--- config.mk ---
export PLATFORM = sky130hd
export DESIGN_NAME = seq_mult_shift_add_32bit_flat
export DESIGN_NICKNAME = d
export VERILOG_FILES = /design/src/rtl/seq_mult_shift_add_32bit_if.sv /design/src/rtl/seq_mult_shift_add_32bit.sv /design/src/flat_wrapper.sv
export SDC_FILE = /design/constraint.sdc
export NUM_CORES = 1
export LEC_CHECK = 0
export ABC_AREA = 1
export ABC_CLOCK_PERIOD_IN_PS = 2100
export BUFFER_PORTS_ARGS = -buffer_cell sky130_fd_sc_hd__buf_2
export CAP_MARGIN = 25
export CORE_UTILIZATION = 45
export CTS_CLUSTER_SIZE = 40
export DETAILED_ROUTE_END_ITERATION = 10
export PLACE_DENSITY = 0.72
export SLEW_MARGIN = 20
export SYNTH_ARGS = -nofsm -noshare
export SYNTH_HDL_FRONTEND = slang
export SYNTH_SLANG_ARGS = --single-unit
--- constraint.sdc ---
create_clock -name clk -period 2.1 [get_ports clk]
set_input_delay 0.105 -clock clk [delete_from_list [all_inputs] [get_ports clk]]
set_output_delay 0.105 -clock clk [all_outputs]
set_load 0.05 [all_outputs]
--- src/rtl/seq_mult_shift_add_32bit_if.sv ---
// Bundles the multiplier's operand/handshake signals with the link to the
// external carry-look-ahead adder. The multiplier drives a/b/cin and reads
// sum/cout back in the same cycle.
interface seq_mult_shift_add_32bit_if #(
    parameter int WIDTH = 32
);
    // Request side
    logic               start;
    logic [WIDTH-1:0]   multiplicand;
    logic [WIDTH-1:0]   multiplier;

    // Adder link
    logic [WIDTH-1:0]   add_a;
    logic [WIDTH-1:0]   add_b;
    logic               add_cin;
    logic [WIDTH-1:0]   add_sum;
    logic               add_cout;

    // Status and result
    logic               busy;
    logic               done;
    logic [2*WIDTH-1:0] product;

    // Environment view: issues requests, owns the adder, observes the result
    modport master (
        output start,
        output multiplicand,
        output multiplier,
        output add_sum,
        output add_cout,
        input  add_a,
        input  add_b,
        input  add_cin,
        input  busy,
        input  done,
        input  product
    );

    // Multiplier view
    modport slave (
        input  start,
        input  multiplicand,
        input  multiplier,
        input  add_sum,
        input  add_cout,
        output add_a,
        output add_b,
        output add_cin,
        output busy,
        output done,
        output product
    );
endinterface

--- src/rtl/seq_mult_shift_add_32bit.sv ---
// Unsigned 32x32 -> 64 shift-add multiplier. Instead of owning an adder it
// borrows the parent's 32-bit CLA: A and M are presented to the adder, and
// the sum/carry come back combinationally. One multiplier bit is retired per
// clock, so an operation takes 32 RUN cycles followed by a one-cycle DONE.
module seq_mult_shift_add_32bit #(
    parameter int WIDTH = 32,
    parameter int CNT_W = 6
) (
    input  logic                        clk,
    input  logic                        rst_n,
    seq_mult_shift_add_32bit_if.slave   bus
);

    typedef enum logic [1:0] {
        IDLE = 2'd0,
        RUN  = 2'd1,
        DONE = 2'd2
    } state_t;

    state_t             state_q, state_d;
    logic [WIDTH-1:0]   a_q, a_d;
    logic [WIDTH-1:0]   q_q, q_d;
    logic [WIDTH-1:0]   m_q, m_d;
    logic [CNT_W-1:0]   count_q, count_d;
    logic [2*WIDTH-1:0] product_q, product_d;

    logic               carry;
    logic [WIDTH-1:0]   a_pre;
    logic [WIDTH-1:0]   a_shift;
    logic [WIDTH-1:0]   q_shift;
    logic               accept;
    logic               last_iter;

    // One iteration: take the adder result when the current multiplier bit is
    // set (keeping its carry as the new MSB), then shift {C,A,Q} right by one
    always_comb begin
        carry = 1'b0;
        a_pre = a_q;
        if (q_q[0]) begin
            carry = bus.add_cout;
            a_pre = bus.add_sum;
        end
        a_shift = {carry, a_pre[WIDTH-1:1]};
        q_shift = {a_pre[0], q_q[WIDTH-1:1]};
    end

    // A new request is only honoured once the previous one has finished
    always_comb begin
        accept    = bus.start && ((state_q == IDLE) || (state_q == DONE));
        last_iter = (count_q == CNT_W'(WIDTH - 1));
    end

    // Next-state and datapath update; everything holds unless told otherwise
    always_comb begin
        state_d   = state_q;
        a_d       = a_q;
        q_d       = q_q;
        m_d       = m_q;
        count_d   = count_q;
        product_d = product_q;

        case (state_q)
            IDLE, DONE: begin
                if (accept) begin
                    a_d     = '0;
                    q_d     = bus.multiplier;
                    m_d     = bus.multiplicand;
                    count_d = '0;
                    state_d = RUN;
                end else begin
                    state_d = IDLE;
                end
            end
            RUN: begin
                a_d     = a_shift;
                q_d     = q_shift;
                count_d = count_q + CNT_W'(1);
                if (last_iter) begin
                    product_d = {a_shift, q_shift};
                    state_d   = DONE;
                end
            end
            default: begin
                state_d = IDLE;
            end
        endcase
    end

    // State and datapath registers; reset discards any operation in flight
    always_ff @(posedge clk or negedge rst_n) begin
        if (!rst_n) begin
            state_q   <= IDLE;
            a_q       <= '0;
            q_q       <= '0;
            m_q       <= '0;
            count_q   <= '0;
            product_q <= '0;
        end else begin
            state_q   <= state_d;
            a_q       <= a_d;
            q_q       <= q_d;
            m_q       <= m_d;
            count_q   <= count_d;
            product_q <= product_d;
        end
    end

    // Adder operands come straight from the registers; no subtract path exists
    assign bus.add_a   = a_q;
    assign bus.add_b   = m_q;
    assign bus.add_cin = 1'b0;

    // Status is a pure decode of the state register, so busy and done are
    // mutually exclusive by construction
    assign bus.busy    = (state_q == RUN);
    assign bus.done    = (state_q == DONE);
    assign bus.product = product_q;

endmodule
--- src/flat_wrapper.sv ---
// flat-port wrapper written by rule: the top's interface ports become plain ports
module seq_mult_shift_add_32bit_flat 
#(
    parameter int WIDTH = 32,
    parameter int CNT_W = 6
)
  (clk, rst_n, bus_start, bus_multiplicand, bus_multiplier, bus_add_sum, bus_add_cout, bus_add_a, bus_add_b, bus_add_cin, bus_busy, bus_done, bus_product);
  seq_mult_shift_add_32bit_if #(.WIDTH(WIDTH)) bus_i ();
  input  logic clk;
  input  logic rst_n;
  input wire logic [$bits(bus_i.start)-1:0] bus_start;
  input wire logic [$bits(bus_i.multiplicand)-1:0] bus_multiplicand;
  input wire logic [$bits(bus_i.multiplier)-1:0] bus_multiplier;
  input wire logic [$bits(bus_i.add_sum)-1:0] bus_add_sum;
  input wire logic [$bits(bus_i.add_cout)-1:0] bus_add_cout;
  output wire logic [$bits(bus_i.add_a)-1:0] bus_add_a;
  output wire logic [$bits(bus_i.add_b)-1:0] bus_add_b;
  output wire logic [$bits(bus_i.add_cin)-1:0] bus_add_cin;
  output wire logic [$bits(bus_i.busy)-1:0] bus_busy;
  output wire logic [$bits(bus_i.done)-1:0] bus_done;
  output wire logic [$bits(bus_i.product)-1:0] bus_product;
  assign bus_i.start = bus_start;
  assign bus_i.multiplicand = bus_multiplicand;
  assign bus_i.multiplier = bus_multiplier;
  assign bus_i.add_sum = bus_add_sum;
  assign bus_i.add_cout = bus_add_cout;
  assign bus_add_a = bus_i.add_a;
  assign bus_add_b = bus_i.add_b;
  assign bus_add_cin = bus_i.add_cin;
  assign bus_busy = bus_i.busy;
  assign bus_done = bus_i.done;
  assign bus_product = bus_i.product;
  seq_mult_shift_add_32bit #(.WIDTH(WIDTH), .CNT_W(CNT_W)) u_core (.clk(clk), .rst_n(rst_n), .bus(bus_i));
endmodule
### Word-level counts from Yosys, hierarchy flattened

Cells that the tools add are included.

* add/subtract/negate cells: 1
* equal/unequal tests: 5
* mux-type cells: 11
* reduce and logical (&&, ||, !) cells: 8

Operators with widths (count)
* $pmux 32 s2: 2
* $mux 32: 3
* $pmux 6 s2: 1
* $add 6x1->6 const B: 1
* $eq 6x5->1 const B: 1
* $mux 6: 1
* $reduce_and 2->1: 3
* $ne 2x1->1 const B: 2
* $pmux 2 s2: 1
* $eq 2x1->1 const B: 1
* $eq 2x2->1 const B: 1
* $logic_not 2->1: 1
* $mux 1: 2
* $mux 2: 1
* $reduce_bool 2->1: 1
* $reduce_or 2->1: 1
* $logic_and 1x1->1: 1
* $logic_or 1x1->1: 1

* register bits after elaboration: 168
* input port bits: 100
* output and inout bits: 131
* logic and storage cells: 31

### Depth between registers and ports, before layout

Gate-level depths: netlist (run 1).

* word-level depth: 5
* depth in mapped cells: 8
* depth with buffers taken out: 6

### Least setup slack after synthesis (run 1)

No wires, ideal clock.

* kind: register to register
* from: register u_core.count_q[1]
* to: register u_core.product_q[14], in the netlist u_core.bus.product[14]
* setup time: 0.119 ns
* arrival time: 1.201 ns
* data required time: 1.981 ns
* path slack: 0.780 ns
* cell stages (with the launch flop): 9
* buffers on the path: 2
* period minus slack after synthesis: 1.320 ns
* cell sequence: dfrtp_1 -> ha_1 -> nand3_1 -> nor2_2 -> nand2_1 -> buf_4 -> buf_6 -> nand2_1 -> nand2_1

* longest elaborated chain between the ends: 2

RTL lines
* from (decl): line seq_mult_shift_add_32bit.sv:24 `logic [CNT_W-1:0] count_q, count_d;`
* from (signal assigned): line seq_mult_shift_add_32bit.sv:103 `count_q <= count_d;`
* $eq 6x5->1: line seq_mult_shift_add_32bit.sv:50 `last_iter = (count_q == CNT_W'(WIDTH - 1));`
* $reduce_and 2->1 (no line)
* to (signal assigned): line seq_mult_shift_add_32bit.sv:104 `product_q <= product_d;`
* to (decl): line seq_mult_shift_add_32bit.sv:25 `logic [2*WIDTH-1:0] product_q, product_d;`

Every way passes these cells.
A chain may end at the register's enable or synchronous reset.

### Worst setup path in the final report (run 1)

* from: register u_core.state_q[1]
* to: output bus_busy

* longest elaborated chain between the ends: 1

RTL lines
* from (decl): line seq_mult_shift_add_32bit.sv:20 `state_t state_q, state_d;`
* from (signal assigned): line seq_mult_shift_add_32bit.sv:99 `state_q <= state_d;`
* $eq 2x1->1: line seq_mult_shift_add_32bit.sv:115 `assign bus.busy = (state_q == RUN);`
* to (decl): line flat_wrapper.sv:19 `output wire logic [$bits(bus_i.busy)-1:0] bus_busy;`

Every way passes these cells.

==> flow_summary.json, run 1 <==
{
  "worstPathRequired_ns": 2.00,
  "diodes": 0,
  "cts_made_buffers": 17,
  "synthTopCellsByArea": "dfrtp_1 59%, nand2_1 21%, nand3_1 6.9%, o21ai_0 4.7%, inv_1 2.0%",
  "grt_pass1_vias": 6168,
  "register_area_sq_um": 4210,
  "drtPass1Iterations": 5,
  "ir_drop_v": 0.00106,
  "synth_top_area_share_pct": 59.2,
  "die-area_sq_um": 16300,
  "rsz0062_at_grt": "no",
  "slew_viol_final": 0,
  "min_period_ns": 1.73,
  "syn_avg_cell_area_sq_um": 8.43,
  "die-height_um": 128,
  "cts_root_buf": "clkbuf_16",
  "ys_seq_elements": 168,
  "worst_pin_slew_ns": 0.625,
  "leakage_nw": 5.11,
  "synth_cells": 842,
  "status": "completed",
  "cp_top_family": "buffers and inverters",
  "synth.distinct_cells": 20,
  "initial_core_util_pct": 46.4,
  "cts_buffer_depth": 2,
  "min_path_type": "in -> reg",
  "drc_errors": 0,
  "clock_skew_ns": 0.00733,
  "grt_start_max_net_pins": 63,
  "power_density_nw_per_um2": 1900,
  "dpl-instance-area_sq_um": 8390,
  "cp_max_fo": 62,
  "period_share_pct": 82.5,
  "drt_iter0_drc": 446,
  "io_pins": 231,
  "cp_num_buf_inv": 2,
  "drive_gt1_share_pct": 25.2,
  "cp-start-kind": "register",
  "yosys_warnings": 0,
  "port_buffers": 229,
  "rows": 45,
  "dpl.hpwl_um": 11600,
  "setup_viol": 0,
  "design_area_sq_um": 9610,
  "grt_pass1_wl_um": 30700,
  "setup-tns-final_ns": 0,
  "via_per_inst": 4.84,
  "coreArea_sq_um": 15300,
  "path_cells": "nor2_4, buf_12, buf_2",
  "ant_nets": 0,
  "fill_cells": 1335,
  "critical_path_class": "reg -> out",
  "wl_per_cell_um": 14.1,
  "areaGrowthSynthToFinish_pct": 35.4,
  "netlist_area_sq_um": 7100,
  "worstSkewPairLatency_ns": 0.42,
  "max_stage_delay_ns": 0.41,
  "numClockSinks": 168,
  "cp.arrival_ns": 1.63,
  "multiInputGateArea_sq_um": 2430,
  "hold_viol": 0,
  "antenna_found_initial": 0,
  "max-cap-violations": 0,
  "vias": 6508,
  "grt-ovfl-total": 0,
  "slew_headroom_pct": 58.3,
  "drt_wl_total_um": 18900,
  "fin_util_pct": 62.8,
  "place_congestion": 0.790,
  "grt_usage_pct": 24.1,
  "nets": 1221,
  "cts.clk_slew.worst_paths_ns": 0.06,
  "endpoint_kind": "output port",
  "synth_top_area_cell": "dfrtp_1",
  "slowest_stage": "dfrtp_1",
  "dieWidth_um": 128,
  "h-tree-depth": 4,
  "fmax_ghz": 0.577,
  "whs_ns": 0.0224,
  "yosysSeqAreaShare_pct": 59.2,
  "cts_tree": "yes",
  "syn_nets": 943
}
what timing repair did:
action	4_1_cts	5_1_grt
setup buffers	0	0
endpoints found under the hold margin	122	0
gates resized for setup	0	0
hold buffers	65	0
registers in the layout (all words and copies together) (netlist names):
signal	flops
u_core.state_q	2
u_core.bus.add_a	32
u_core.count_q	6
u_core.bus.product	64
u_core.bus.add_b	32
u_core.q_q	32
area by class of cell:
cell class / count / share of cell area [%]
Clock inverter: 10 / 1.00
Timing Repair Buffer: 310 / 20.7
Sequential cell: 168 / 43.7
Multi-Input combinational cell: 581 / 25.3
Clock buffer: 22 / 4.93
Tap cell: 211 / 2.75
Inverter: 42 / 1.64
power by group:
group	total (mW)	switching, mW	leakage (nW)	internal (mW)
Combinational	9.37	7.22	2.85	2.15
Sequential	5.85	1.01	1.99	4.84
Clock	3.00	1.27	0.268	1.73
kinds of logic (layout without fill, tap and decap cells):
family	Yosys count	count (layout)	synth area share, %
buffers and inverters	93	384	6.68
and+or+nand+nor	510	510	29.0
other	1	1	0.0528
DFF	168	168	59.2
adders and majority gates	1	1	0.176
AOI/OAI and AO/OA	69	69	4.92
placed cells by master (no fill, tap or decap):
cell type / n
clkbuf_1: 2
clkbuf_8: 3
dfrtp_2: 1
inv_2: 4
nand4_1: 1
inv_1: 38
buf_12: 5
ha_1: 1
o21ai_0: 67
buf_4: 11
nand3b_1: 1
nor2_1: 3
nand3_1: 98
dfrtp_1: 167
conb_1: 1
clkinvlp_4: 4
dlygate4sd3_1: 65
buf_6: 1
buf_2: 228
nand2_2: 3
nand2_1: 402
o22ai_1: 1
clkinv_2: 2
nor2_4: 2
clkbuf_16: 17
clkinv_4: 3
bufinv_16: 1
o211ai_1: 1
cell usage after synthesis:
cell type	number
nand3_1	98
nand2_2	2
dfrtp_1	168
buf_2	19
nand2_1	403
o21ai_0	67
inv_2	4
nand4_1	1
nor2_2	1
ha_1	1
buf_4	7
clkbuf_1	15
nor2_4	1
o22ai_1	1
conb_1	1
o211ai_1	1
nand3b_1	1
nor2_1	3
inv_1	38
buf_6	10
path summary, 6_finish.rpt:
path / slack, ns / from / depth (start not counted) / to
min in group asynchronous: 0.25 / rst_n / 2 / u_core.bus.product[38]
worst min register to register: 0.46 / u_core.bus.product[28] / 2 / u_core.bus.product[28]
max in group asynchronous: 1.21 / rst_n / 3 / u_core.bus.product[10]
worst max register to register: 0.53 / u_core.count_q[1] / 6 / u_core.bus.product[37]
worst max-delay path: 0.37 / u_core.state_q[1] / 3 / bus_busy
worst min-delay path: 0.02 / bus_add_cout / 3 / u_core.bus.add_a[31]
tightest hold or removal path: stages:
cell and delay (ns):
buf_2 0.09, nand2_1 0.10, o22ai_1 0.10
metal layers:
layer	vias up	global-route usage [%]	share of wire (%)
li1	3205	-	-
met1	3048	31.8	44
met2	236	39.6	49
met3	19	5.40	6.3
met4	0	8.03	1.3
met5	-	0	0
stage by stage:
stage | power [mW] | setup slack (ns) | cells
5_1_grt | 19.3 | 0.253 | 1344
3_3_place_gp | 15.0 | 0.603 | 1247
4_1_cts | 18.3 | 0.321 | 1344
2_1_floorplan | 12.8 | 0.780 | 842
6_report | 18.2 | 0.368 | 1344
3_5_place_dp | 15.2 | 0.525 | 1247
Power figures use the tool's default switching activity.
==> inputs of run 2 (changes only) <==
--- a/config.mk
+++ b/config.mk
@@ -6,7 +6,7 @@
 export NUM_CORES = 1
 export LEC_CHECK = 0
 export ABC_AREA = 1
-export ABC_CLOCK_PERIOD_IN_PS = 2100
+export ABC_CLOCK_PERIOD_IN_PS = 1700
 export BUFFER_PORTS_ARGS = -buffer_cell sky130_fd_sc_hd__buf_2
 export CAP_MARGIN = 25
 export CORE_UTILIZATION = 45
==> constraint.sdc (replaced) <==
create_clock -name clk -period 1.7 [get_ports clk]
set_input_delay 0.085 -clock clk [delete_from_list [all_inputs] [get_ports clk]]
set_output_delay 0.085 -clock clk [all_outputs]
set_load 0.05 [all_outputs]
==> run 2 against run 1 <==
  * Clock skew rose by 0.0017 ns
  * Highest routed layer unchanged
  * Clock power rose by 29%
  * Total power rose by 26%
  * Sequential power rose by 23%
  * Count of clock-buffer cells in the layout fell by 5
  * Worst hold slack got worse by 0.0054 ns
==> flow_summary.json, run 2 (synthesis results as in run 1) <==
{
  "min_period_ns": 1.56,
  "rsz0062_at_grt": "no",
  "via_per_inst": 4.88,
  "setup_viol": 0,
  "cp_top_family": "buffers and inverters",
  "max-cap-violations": 0,
  "cts_tree": "yes",
  "areaGrowthSynthToFinish_pct": 37.8,
  "grt-ovfl-total": 0,
  "cts_buffer_depth": 2,
  "cp_num_buf_inv": 3,
  "dieWidth_um": 128,
  "diodes": 0,
  "endpoint_kind": "output port",
  "drc_errors": 0,
  "clock_skew_ns": 0.00901,
  "min_path_type": "in -> reg",
  "path_cells": "inv_2, nor2_4, buf_12, buf_4",
  "drive_gt1_share_pct": 25.9,
  "rows": 45,
  "slew_headroom_pct": 57.7,
  "worst-path-stages": 4,
  "worstSkewPairLatency_ns": 0.43,
  "cts_made_buffers": 17,
  "drt_wl_total_um": 19400,
  "drt_iter0_drc": 505,
  "grt_start_max_net_pins": 56,
  "slowest_stage": "dfrtp_1",
  "leakage_nw": 5.21,
  "h-tree-depth": 4,
  "final_common_cell": "nand2_1",
  "wl_per_cell_um": 14.3,
  "p_total_mw": 23.0,
  "power_density_nw_per_um2": 2350,
  "cts_root_buf": "clkbuf_16",
  "nets": 1231,
  "initial_core_util_pct": 46.4,
  "fin_util_pct": 63.9,
  "slew_viol_final": 0,
  "critical_path_class": "reg -> out",
  "cp_max_fo": 32,
  "place_congestion": 0.777,
  "die-area_sq_um": 16300,
  "dpl.hpwl_um": 11900,
  "cp.arrival_ns": 1.48,
  "cp-start-kind": "register",
  "max_stage_delay_ns": 0.38,
  "design_area_sq_um": 9790,
  "ir_drop_v": 0.00129,
  "die-height_um": 128,
  "port_buffers": 229,
  "whs_path_depth": 5,
  "layout_common_cells": "402 x nand2_1, 227 x buf_2, 167 x dfrtp_1",
  "numClockSinks": 168,
  "grt_pass1_vias": 6333,
  "cts.clk_slew.worst_paths_ns": 0.07,
  "status": "completed",
  "grt_pass1_wl_um": 31600,
  "ant_nets": 0,
  "vias": 6609,
  "grt_usage_pct": 25.0,
  "io_pins": 231,
  "largest_reg_flops": 64,
  "worst_pin_slew_ns": 0.633,
  "period_share_pct": 91.9,
  "antenna_found_initial": 0,
  "fmax_ghz": 0.640,
  "worstPathRequired_ns": 1.62,
  "hold_viol": 0,
  "worstRegToRegCells": 7,
  "setup-tns-final_ns": 0,
  "drtPass1Iterations": 5,
  "dpl-instance-area_sq_um": 8490,
  "coreArea_sq_um": 15300
}
run 2: metal layers:
| metal | global-route usage, % | share of wire (%) |
|---|---|---|
| met2 | 41.7 | 49 |
| met4 | 9.13 | 2.1 |
| met3 | 4.98 | 5.9 |
| met5 | 0 | 0 |
| met1 | 32.4 | 43 |
run 2: per-stage QoR:
step | hold slack, ns | worst slack, ns | cells
2_1_floorplan | -0.211 | 0.380 | 842
3_3_place_gp | 0.0846 | 0.275 | 1253
3_5_place_dp | 0.0856 | 0.250 | 1253
4_1_cts | 0.00390 | 0.00717 | 1352
5_1_grt | 0.0261 | 0.0831 | 1354
6_report | 0.0170 | 0.138 | 1354
run 2: what timing repair did:
action	CTS	global route
gates resized for setup	1	0
pin swaps	0	1
buffers inserted	0	2
hold buffers	66	0
cloned	1	0
endpoints found under the hold margin	113	0
setup endpoints to repair	1	1
run 2: cell type report:
| class | instances | area, sq um |
|---|---|---|
| clock buffers | 17 | 425 |
| repair buffers | 320 | 2140 |
| clock inverters | 15 | 165 |
| inverters | 42 | 158 |
| well taps | 211 | 264 |
| flip-flops and latches | 168 | 4210 |
| fillers | 1313 | 5530 |
| multi-input cells | 581 | 2430 |
run 2: worst paths after layout:
kind,from,end,slack [ns]
setup / recovery,u_core.state_q[0],bus_busy,0.14
setup reg to reg,u_core.count_q[1],u_core.bus.product[14],0.24
max in group asynchronous,rst_n,u_core.q_q[13],0.91
min in group asynchronous,rst_n,u_core.bus.product[39],0.19
hold / removal,bus_add_sum[26],u_core.bus.add_a[25],0.02
hold reg to reg,u_core.bus.product[21],u_core.bus.product[21],0.47
run 2: power breakdown:
| part | leakage, nW | switching (mW) | internal, mW | total [mW] |
|---|---|---|---|---|
| clock | 0.290 | 1.68 | 2.20 | 3.88 |
| sequential | 1.99 | 1.23 | 5.98 | 7.21 |
| combinational | 2.93 | 9.06 | 2.84 | 11.9 |
run 2: tightest hold or removal path, cell delays in order:
cell and delay, ns:
buf_2 0.07, nand2_1 0.04, o21ai_0 0.09, nand2_1 0.05, o21ai_0 0.06
